### src/rtl/bcd_to_bin_seq.sv
// Sequential packed-BCD to binary converter: one digit per clock, MSD first,
// with a start/busy/done handshake and registered outputs.
module bcd_to_bin_seq #(
    parameter int DIGITS = 4,
    parameter int BIN_W  = 14
) (
    input  logic                  clk,
    input  logic                  reset,
    input  logic                  start,
    input  logic [4*DIGITS-1:0]   bcd,
    output logic                  busy,
    output logic                  done,
    output logic [BIN_W-1:0]      bin,
    output logic                  err
);

    // state | meaning
    // IDLE  | waiting for start; also the cycle in which done pulses
    // CONV  | folding one digit per cycle into acc, MSD first
    typedef enum logic {
        IDLE = 1'b0,
        CONV = 1'b1
    } state_t;

    localparam int BCD_W = 4 * DIGITS;
    localparam int CNT_W = (DIGITS > 1) ? $clog2(DIGITS) : 1;

    state_t             state, state_nx;
    logic [BCD_W-1:0]   dig_sr, dig_sr_nx;
    logic [BIN_W-1:0]   acc, acc_nx;
    logic [CNT_W-1:0]   cnt, cnt_nx;
    logic               invalid, invalid_nx;
    logic               busy_nx, done_nx, err_nx;
    logic [BIN_W-1:0]   bin_nx;

    logic [3:0]         top_digit;
    logic [BIN_W-1:0]   acc_step;
    logic               bcd_bad;
    logic               last_digit;

    always_comb begin
        bcd_bad = 1'b0;
        for (int k = 0; k < DIGITS; k++) begin
            if (bcd[4*k +: 4] > 4'd9) begin
                bcd_bad = 1'b1;
            end
        end
    end

    // acc*10 + digit as shift-add; truncation to BIN_W is intentional
    assign top_digit  = dig_sr[BCD_W-1 -: 4];
    assign acc_step   = (acc << 3) + (acc << 1) + BIN_W'(top_digit);
    assign last_digit = (cnt == CNT_W'(DIGITS - 1));

    always_comb begin
        state_nx   = state;
        dig_sr_nx  = dig_sr;
        acc_nx     = acc;
        cnt_nx     = cnt;
        invalid_nx = invalid;
        busy_nx    = busy;
        done_nx    = 1'b0;
        bin_nx     = bin;
        err_nx     = err;

        case (state)
            IDLE: begin
                if (start) begin
                    dig_sr_nx  = bcd;
                    acc_nx     = '0;
                    cnt_nx     = '0;
                    invalid_nx = bcd_bad;
                    busy_nx    = 1'b1;
                    state_nx   = CONV;
                end
            end
            CONV: begin
                acc_nx    = acc_step;
                dig_sr_nx = dig_sr << 4;
                cnt_nx    = cnt + 1'b1;
                if (last_digit) begin
                    // bad digits still accumulate; only the published result is zeroed
                    bin_nx   = invalid ? '0 : acc_step;
                    err_nx   = invalid;
                    done_nx  = 1'b1;
                    busy_nx  = 1'b0;
                    state_nx = IDLE;
                end
            end
            default: begin
                state_nx = IDLE;
                busy_nx  = 1'b0;
            end
        endcase
    end

    always_ff @(posedge clk or posedge reset) begin
        if (reset) begin
            state   <= IDLE;
            dig_sr  <= '0;
            acc     <= '0;
            cnt     <= '0;
            invalid <= 1'b0;
            busy    <= 1'b0;
            done    <= 1'b0;
            bin     <= '0;
            err     <= 1'b0;
        end else begin
            state   <= state_nx;
            dig_sr  <= dig_sr_nx;
            acc     <= acc_nx;
            cnt     <= cnt_nx;
            invalid <= invalid_nx;
            busy    <= busy_nx;
            done    <= done_nx;
            bin     <= bin_nx;
            err     <= err_nx;
        end
    end

endmodule
### config.mk
export PLATFORM = sky130hd
export DESIGN_NAME = bcd_to_bin_seq
export DESIGN_NICKNAME = d
export VERILOG_FILES = /design/src/rtl/bcd_to_bin_seq.sv
export SDC_FILE = /design/constraint.sdc
export NUM_CORES = 1
export LEC_CHECK = 0
export ABC_AREA = 1
export BUFFER_PORTS_ARGS = -buffer_cell sky130_fd_sc_hd__buf_4
export CORE_UTILIZATION = 58
export CTS_CLUSTER_SIZE = 16
export DETAILED_ROUTE_END_ITERATION = 10
export PLACE_DENSITY = 0.8
export SETUP_SLACK_MARGIN = 0.1
export SKIP_LAST_GASP = 1
export SYNTH_ARGS = -nofsm -noshare
export SYNTH_HDL_FRONTEND = slang
export SYNTH_SLANG_ARGS = --single-unit
### constraint.sdc
create_clock -name clk -period 2.8 [get_ports clk]
set_input_delay 0.56 -clock clk [delete_from_list [all_inputs] [get_ports clk]]
set_output_delay 0.56 -clock clk [all_outputs]
set_load 0.01 [all_outputs]
==> results.sh, run 1 <==
export IMPL_cts_root_buf="clkbuf_8"
export IMPL_drt_wl_total_um=6020
export IMPL_cts_buffers=5
export IMPL_crit_path_end_kind="flop"
export IMPL_viasPerCell=5.42
export IMPL_yosys_area_share_adder_pct=11.7
export IMPL_fin_crit_ns=2.17
export IMPL_core_um2=4500
export IMPL_slew_headroom_pct=70.2
export IMPL_place_inst=422
export IMPL_crit_path_start_kind="flop"
export IMPL_clock_fmax_mhz=460
export IMPL_die_y_um=71.5
export IMPL_synth_cells=339
export IMPL_critical_path_top_delay_family="adder cells"
export IMPL_slowest_stage="fa_1"
export IMPL_reg2regPathDepth=11
export IMPL_worstReg2RegEnd="bin[7]$_DFFE_PP0P_"
export IMPL_start_util_pct=62.2
export IMPL_ys_flop_type="dfrtp_1"
export IMPL_gp_congestion=0.865
export IMPL_grt_use_total_pct=26.7
export IMPL_synth_cell_type_count=30
export IMPL_hold_path_class="input port to async pin"
export IMPL_path_clk_slew_ns=0.09
export IMPL_cts_path_max_buffers=2
export IMPL_swShare_pct=46.0
export IMPL_grt_pass1_vias=2302
export IMPL_io_buffers=35
export IMPL_post_synth_and_or_nand_nor_area_fraction_pct=28.7
export IMPL_maxCapViolations=0
export IMPL_rsz0062_at_grt="no"
export IMPL_switchingPower_mw=1.87
export IMPL_hpwl_um=4600
export IMPL_drtIter0Drc=195
export IMPL_syn_avg_cell_area_um2=8.26
export IMPL_r2r_slack_ns=0.63
export IMPL_htree_levels=2
export IMPL_ir_worst_vdd_v=0.000619
export IMPL_setup_tns_final_ns=0
export IMPL_tightestPinTransition_ns=0.447
export IMPL_internal_power_mw=2.20
export IMPL_outcome="completed"
export IMPL_yosys_warnings=0
export IMPL_crit_chain="inv_1 -> fa_1 -> inv_1 -> ha_1 -> nand3_1 -> nand3_2 -> nand2_1 -> nand2_1 -> or2_1 -> nand3_1 -> nand2_1"
export IMPL_cts_setup_buffers=0
export IMPL_dieArea_um2=5110
export IMPL_fin_area_um2=3220
export IMPL_skew_ns=0.00517
export IMPL_power_mw=4.07
export IMPL_cts_resized=0
export IMPL_async_flop_share_pct=100
export IMPL_clkLatencyLatePin_ns=0.30
export IMPL_n_fill_cell=359
export IMPL_synth_nets=383
export IMPL_crit_reg2reg_launch="acc[0]$_DFFE_PP0P_"
export IMPL_remaining_drc_errors=0
export IMPL_row_count=24
export IMPL_post_place_ws_ns=0.645
export IMPL_ant_nets=0
export IMPL_cp_arrival_ns=2.37
export IMPL_cp_max_fo=4
export IMPL_finalHoldViolCount=0
export IMPL_leakage_nw=1.76
export IMPL_min_period_over_period_pct=77.7
export IMPL_drv_slew=0
export IMPL_synthMuxAreaShare_pct=0
export IMPL_worstSetupPathType="flop to flop"
export IMPL_cpPeakStageDelay_ns=0.56
export IMPL_synth_seq_cells=50
export IMPL_drive_above_1_share_pct=16.4
export IMPL_dpl_cell_area_um2=3110
export IMPL_hold_buffers=0
export IMPL_cts_sinks=50
export IMPL_overflow=0
export IMPL_synth_xor_area_share_pct=1.25
export IMPL_finalSetupViolCount=0
export IMPL_ys_seq_area_share_pct=44.7
export IMPL_crit_buf_inv=2
export IMPL_grt_pass1_wl_um=10400
export IMPL_utilization_pct=71.6
export IMPL_power_density_nw_per_um2=1260
export IMPL_synth_compound_area_share_pct=7.19
export IMPL_synth_area_um2=2800
export IMPL_n_antenna_cell=0
export IMPL_tritoncts="built"
export IMPL_worstPathRequired_ns=3.00
export IMPL_die_width_um=71.5
export IMPL_hold_ws_ns=0.209
export IMPL_layout_setup_ws_ns=0.625
export IMPL_power_frac_clock_pct=12.3
export IMPL_vias=2331
export IMPL_synth_edf_count=0
export IMPL_io_pins=36
export IMPL_nets=421
export IMPL_firstDrtPassIters=4
export IMPL_antenna_found_initial=0
export IMPL_seqPwrFrac_pct=30.5
export IMPL_grt_max_degree=36
export IMPL_wl_per_cell_um=14.0
export IMPL_syn2layout_area_growth_pct=15.1
export IMPL_crit_top_cell="nand2_1"
export IMPL_synth_top_family_by_area="simple AND/OR/NAND/NOR gates"
export IMPL_fin_cells=430
export IMPL_pwr_share_comb_pct=57.2
## worst max-delay path by stage
stage,from,cells after the start,slack [ns],endpoint
3_5_place_dp,acc[0]$_DFFE_PP0P_,11,0.65,acc[7]$_DFFE_PP0P_
5_1_grt,acc[0]$_DFFE_PP0P_,11,0.49,acc[7]$_DFFE_PP0P_
4_1_cts,acc[0]$_DFFE_PP0P_,11,0.64,bin[7]$_DFFE_PP0P_
6_report,acc[0]$_DFFE_PP0P_,11,0.63,bin[7]$_DFFE_PP0P_
3_3_place_gp,dig_sr[15]$_DFFE_PP0P_,11,0.70,bin[7]$_DFFE_PP0P_
2_1_floorplan,dig_sr[15]$_DFFE_PP0P_,11,0.79,acc[7]$_DFFE_PP0P_
## kinds of logic after synthesis
| logic type | Yosys count |
|---|---|
| AOI/OAI and AO/OA | 34 |
| and+or+nand+nor | 181 |
| DFF | 50 |
| buffers and inverters | 45 |
| xor gates and xnor gates | 4 |
| adders and majority gates | 25 |
## final cells by class
| class | instances | area [µm²] | share of cell area, % |
|---|---|---|---|
| Inverter | 38 | 143 | 4.43 |
| Sequential cell | 50 | 1250 | 38.8 |
| Multi-Input combinational cell | 244 | 1370 | 42.5 |
| Clock buffer | 6 | 72.6 | 2.25 |
| Timing Repair Buffer | 38 | 285 | 8.85 |
| Clock inverter | 2 | 37.5 | 1.16 |
| Tap cell | 52 | 65.1 | 2.02 |
## power by group through the flow
stage	registers, mW	logic, mW	clock network [mW]
floorplan	1.22	1.70	0
global placement	1.24	2.23	0
detailed placement	1.25	2.31	0
CTS	1.24	2.32	0.510
global route	1.28	2.65	0.540
finish	1.24	2.32	0.502
## layout by cell type (no fill, tap or decap), types with 2 or more instances in the layout
cell type,instances
nand4_1,3
o22ai_1,2
or2_1,2
inv_1,35
a21oi_1,4
xor2_1,3
nand2_2,4
ha_1,23
clkbuf_8,5
nor2_2,4
nand3b_1,3
o21ai_1,4
nor2_1,13
a22o_1,5
dfrtp_1,50
buf_4,38
nand3_1,27
nor2_4,2
inv_2,3
o211ai_1,2
fa_1,2
nand2_1,119
o21ai_0,15
## flip-flops by register name, summed over array words and instances, names as in the netlist
signal and cells:
acc 13, bin 14, busy 1, cnt 2, dig_sr 16, done 1
err 1, invalid 1, state 1
## metal layers
layer | part of all wire (%) | vias to the layer above | global-route usage, %
met4 | 1.4 | 0 | 8.50
met5 | 0 | - | 0
met1 | 46 | 1094 | 36.5
met3 | 5.0 | 9 | 5.34
li1 | - | 1164 | -
met2 | 48 | 64 | 43.4
## synth_stat cells (3+ instances only)
cell type | n | area (µm²)
ha_1 | 23 | 288
inv_1 | 36 | 135
nand2_1 | 119 | 447
o21ai_1 | 4 | 20.0
nand4_1 | 3 | 18.8
a22o_1 | 5 | 43.8
dfrtp_1 | 50 | 1250
xor2_1 | 3 | 26.3
o21ai_0 | 15 | 75.1
nand3b_1 | 3 | 22.5
nand2_2 | 4 | 25.0
buf_2 | 6 | 30.0
a21oi_1 | 4 | 20.0
nand3_1 | 27 | 135
nor2_2 | 4 | 25.0
nor2_1 | 13 | 48.8
No activity file was read; power rests on OpenSTA's default activity.
==> run 2: changes to the inputs <==
Clock period 2.8 ns to 2.2 ns, I/O delays scaled along.
==> run 2 against run 1 <==
Net effect:
- highest routed layer unchanged
- clock power hardly changed
- setup slack worse by 0.49 ns
- maximum frequency is 5.3% higher
- register-to-register slack worse by 0.49 ns
- die area is the same
- critical path type unchanged
- first-iteration DRC count fell by 36%
- sequential cell count is the same
- non-clock buffer count rose by 6
- routed wire length increased by 6.0%
- cell area up 5.2%
==> results.sh, run 2 (synthesis results as in run 1) <==
export IMPL_maxCapViolations=0
export IMPL_reg_top3="dig_sr: 16 flops, bin: 14 flops, acc: 13 flops"
export IMPL_cp_max_fo=4
export IMPL_ant_nets=0
export IMPL_final_cell_mix="nand2_1 (115), dfrtp_1 (50), buf_4 (42), inv_1 (31), nand3_1 (21)"
export IMPL_utilization_pct=75.3
export IMPL_htree_levels=2
export IMPL_grt_pass1_wl_um=10800
export IMPL_grt_use_total_pct=27.3
export IMPL_finalSetupViolCount=0
export IMPL_worstReg2RegEnd="bin[7]$_DFFE_PP0P_"
export IMPL_power_frac_clock_pct=9.1
export IMPL_n_antenna_cell=0
export IMPL_cts_sinks=50
export IMPL_cts_root_buf="clkbuf_8"
export IMPL_wl_per_cell_um=14.7
export IMPL_syn2layout_area_growth_pct=21.1
export IMPL_crit_chain="inv_2 -> fa_2 -> inv_2 -> ha_4 -> nand3_4 -> nand3_4 -> nand2_2 -> nand2_1 -> or2_1 -> nand3_2 -> nand2_1"
export IMPL_tritoncts="built"
export IMPL_critical_path_top_delay_family="adder cells"
export IMPL_io_pins=36
export IMPL_tightestPinTransition_ns=0.554
export IMPL_row_count=24
export IMPL_drv_slew=0
export IMPL_viasPerCell=5.48
export IMPL_crit_reg2reg_launch="dig_sr[15]$_DFFE_PP0P_"
export IMPL_power_mw=5.51
export IMPL_cts_path_max_buffers=2
export IMPL_vias=2383
export IMPL_skew_ns=0.00525
export IMPL_cpPeakStageDelay_ns=0.59
export IMPL_slew_headroom_pct=63.0
export IMPL_wl_met3_um=230
export IMPL_worstPathRequired_ns=2.39
export IMPL_ir_worst_vdd_v=0.000664
export IMPL_die_width_um=71.5
export IMPL_layout_commonest_cell="nand2_1"
export IMPL_fin_cells=435
export IMPL_hold_buffers=0
export IMPL_crit_buf_inv=2
export IMPL_drive_above_1_share_pct=23.8
export IMPL_slowest_stage="fa_2"
export IMPL_reg2regPathDepth=11
export IMPL_internal_power_mw=2.90
export IMPL_seqPwrFrac_pct=28.8
export IMPL_remaining_drc_errors=0
export IMPL_worstSetupPathType="flop to flop"
export IMPL_finalHoldViolCount=0
export IMPL_rsz0062_at_grt="yes"
export IMPL_crit_path_end_kind="flop"
export IMPL_overflow=0
export IMPL_pwr_share_comb_pct=62.1
export IMPL_cts_buffers=5
export IMPL_dieArea_um2=5110
export IMPL_die_y_um=71.5
export IMPL_nets=427
export IMPL_drt_wl_total_um=6370
export IMPL_largest_reg_flops=16
export IMPL_switchingPower_mw=2.61
export IMPL_min_period_over_period_pct=93.9
export IMPL_antenna_found_initial=0
export IMPL_leakage_nw=1.79
export IMPL_top_register="dig_sr"
export IMPL_start_util_pct=62.2
export IMPL_hold_path_class="input port to async pin"
export IMPL_drt_met1_wl_um=2820
export IMPL_fin_crit_ns=2.07
export IMPL_crit_path_start_kind="flop"
export IMPL_clock_fmax_mhz=484
export IMPL_grt_max_degree=27
export IMPL_hold_ws_ns=0.191
export IMPL_place_inst=422
export IMPL_grt_pass1_vias=2400
export IMPL_power_density_nw_per_um2=1630
export IMPL_io_buffers=35
export IMPL_outcome="completed"
export IMPL_clkLatencyLatePin_ns=0.29
export IMPL_gp_congestion=0.866
export IMPL_path_clk_slew_ns=0.09
export IMPL_firstDrtPassIters=4
export IMPL_hpwl_um=4570
export IMPL_setup_tns_final_ns=0
export IMPL_swShare_pct=47.3
export IMPL_cp_arrival_ns=2.25
export IMPL_top_layer_used="met4"
export IMPL_r2r_slack_ns=0.13
export IMPL_drtIter0Drc=125
export IMPL_core_um2=4500
export IMPL_wl_met2_um=3260
## run 2: worst reg2reg max path: stages (launching register included)
cell     delay (ns)
dfrtp_1        0.35
inv_2          0.05
fa_2           0.59
inv_2          0.05
ha_4           0.23
nand3_4        0.08
nand3_4        0.09
nand2_2        0.07
nand2_1        0.05
or2_1          0.27
nand3_2        0.07
nand2_1        0.05
## run 2: layer usage
metal  global-route usage [%]  up-vias
met1                     37.1     1159
met4                     8.28        0
met3                     3.38        8
met2                     46.2       44
li1                         -     1172
met5                        0        -
## run 2: area by class of cell
type,instances,area (µm²)
inverter,38,143
clock inverter,1,7.51
sequential,50,1250
clock buffer,6,72.6
multi-input combinational,244,1510
timing repair buffer,44,347
tap,52,65.1
fill,329,1110
## run 2: how the worst max path moves through the flow
stage                                       from                  to  slack (ns)  cells past startpoint
after floorplan           dig_sr[15]$_DFFE_PP0P_  acc[7]$_DFFE_PP0P_        0.19                     11
after global placement    dig_sr[15]$_DFFE_PP0P_  acc[7]$_DFFE_PP0P_        0.12                     11
after detailed placement      acc[0]$_DFFE_PP0P_  acc[8]$_DFFE_PP0P_        0.06                      9
after CTS                     acc[0]$_DFFE_PP0P_  acc[8]$_DFFE_PP0P_        0.10                      9
after global routing          acc[0]$_DFFE_PP0P_  bin[7]$_DFFE_PP0P_        0.04                     11
final                     dig_sr[15]$_DFFE_PP0P_  bin[7]$_DFFE_PP0P_        0.13                     11
## run 2: timing repair
action | CTS | global route
gates resized for setup | 3 | 27
buffers inserted | 3 | 3
pin swaps | 3 | 12
setup endpoints to repair | 10 | 17
## run 2: through the flow
step           setup slack [ns]  cell area (µm²)
3_3_place_gp              0.119             3130
6_report                  0.134             3390
5_1_grt                  0.0439             3390
4_1_cts                   0.101             3240
2_1_floorplan             0.194             2800
3_5_place_dp             0.0614             3130
## run 2: power groups by stage
stage	Combinational [mW]	Sequential [mW]	Clock, mW
2_1_floorplan	2.17	1.55	0
3_3_place_gp	2.82	1.58	0
3_5_place_dp	2.90	1.59	0
4_1_cts	3.00	1.57	0.514
5_1_grt	3.87	1.63	0.549
6_report	3.42	1.59	0.503
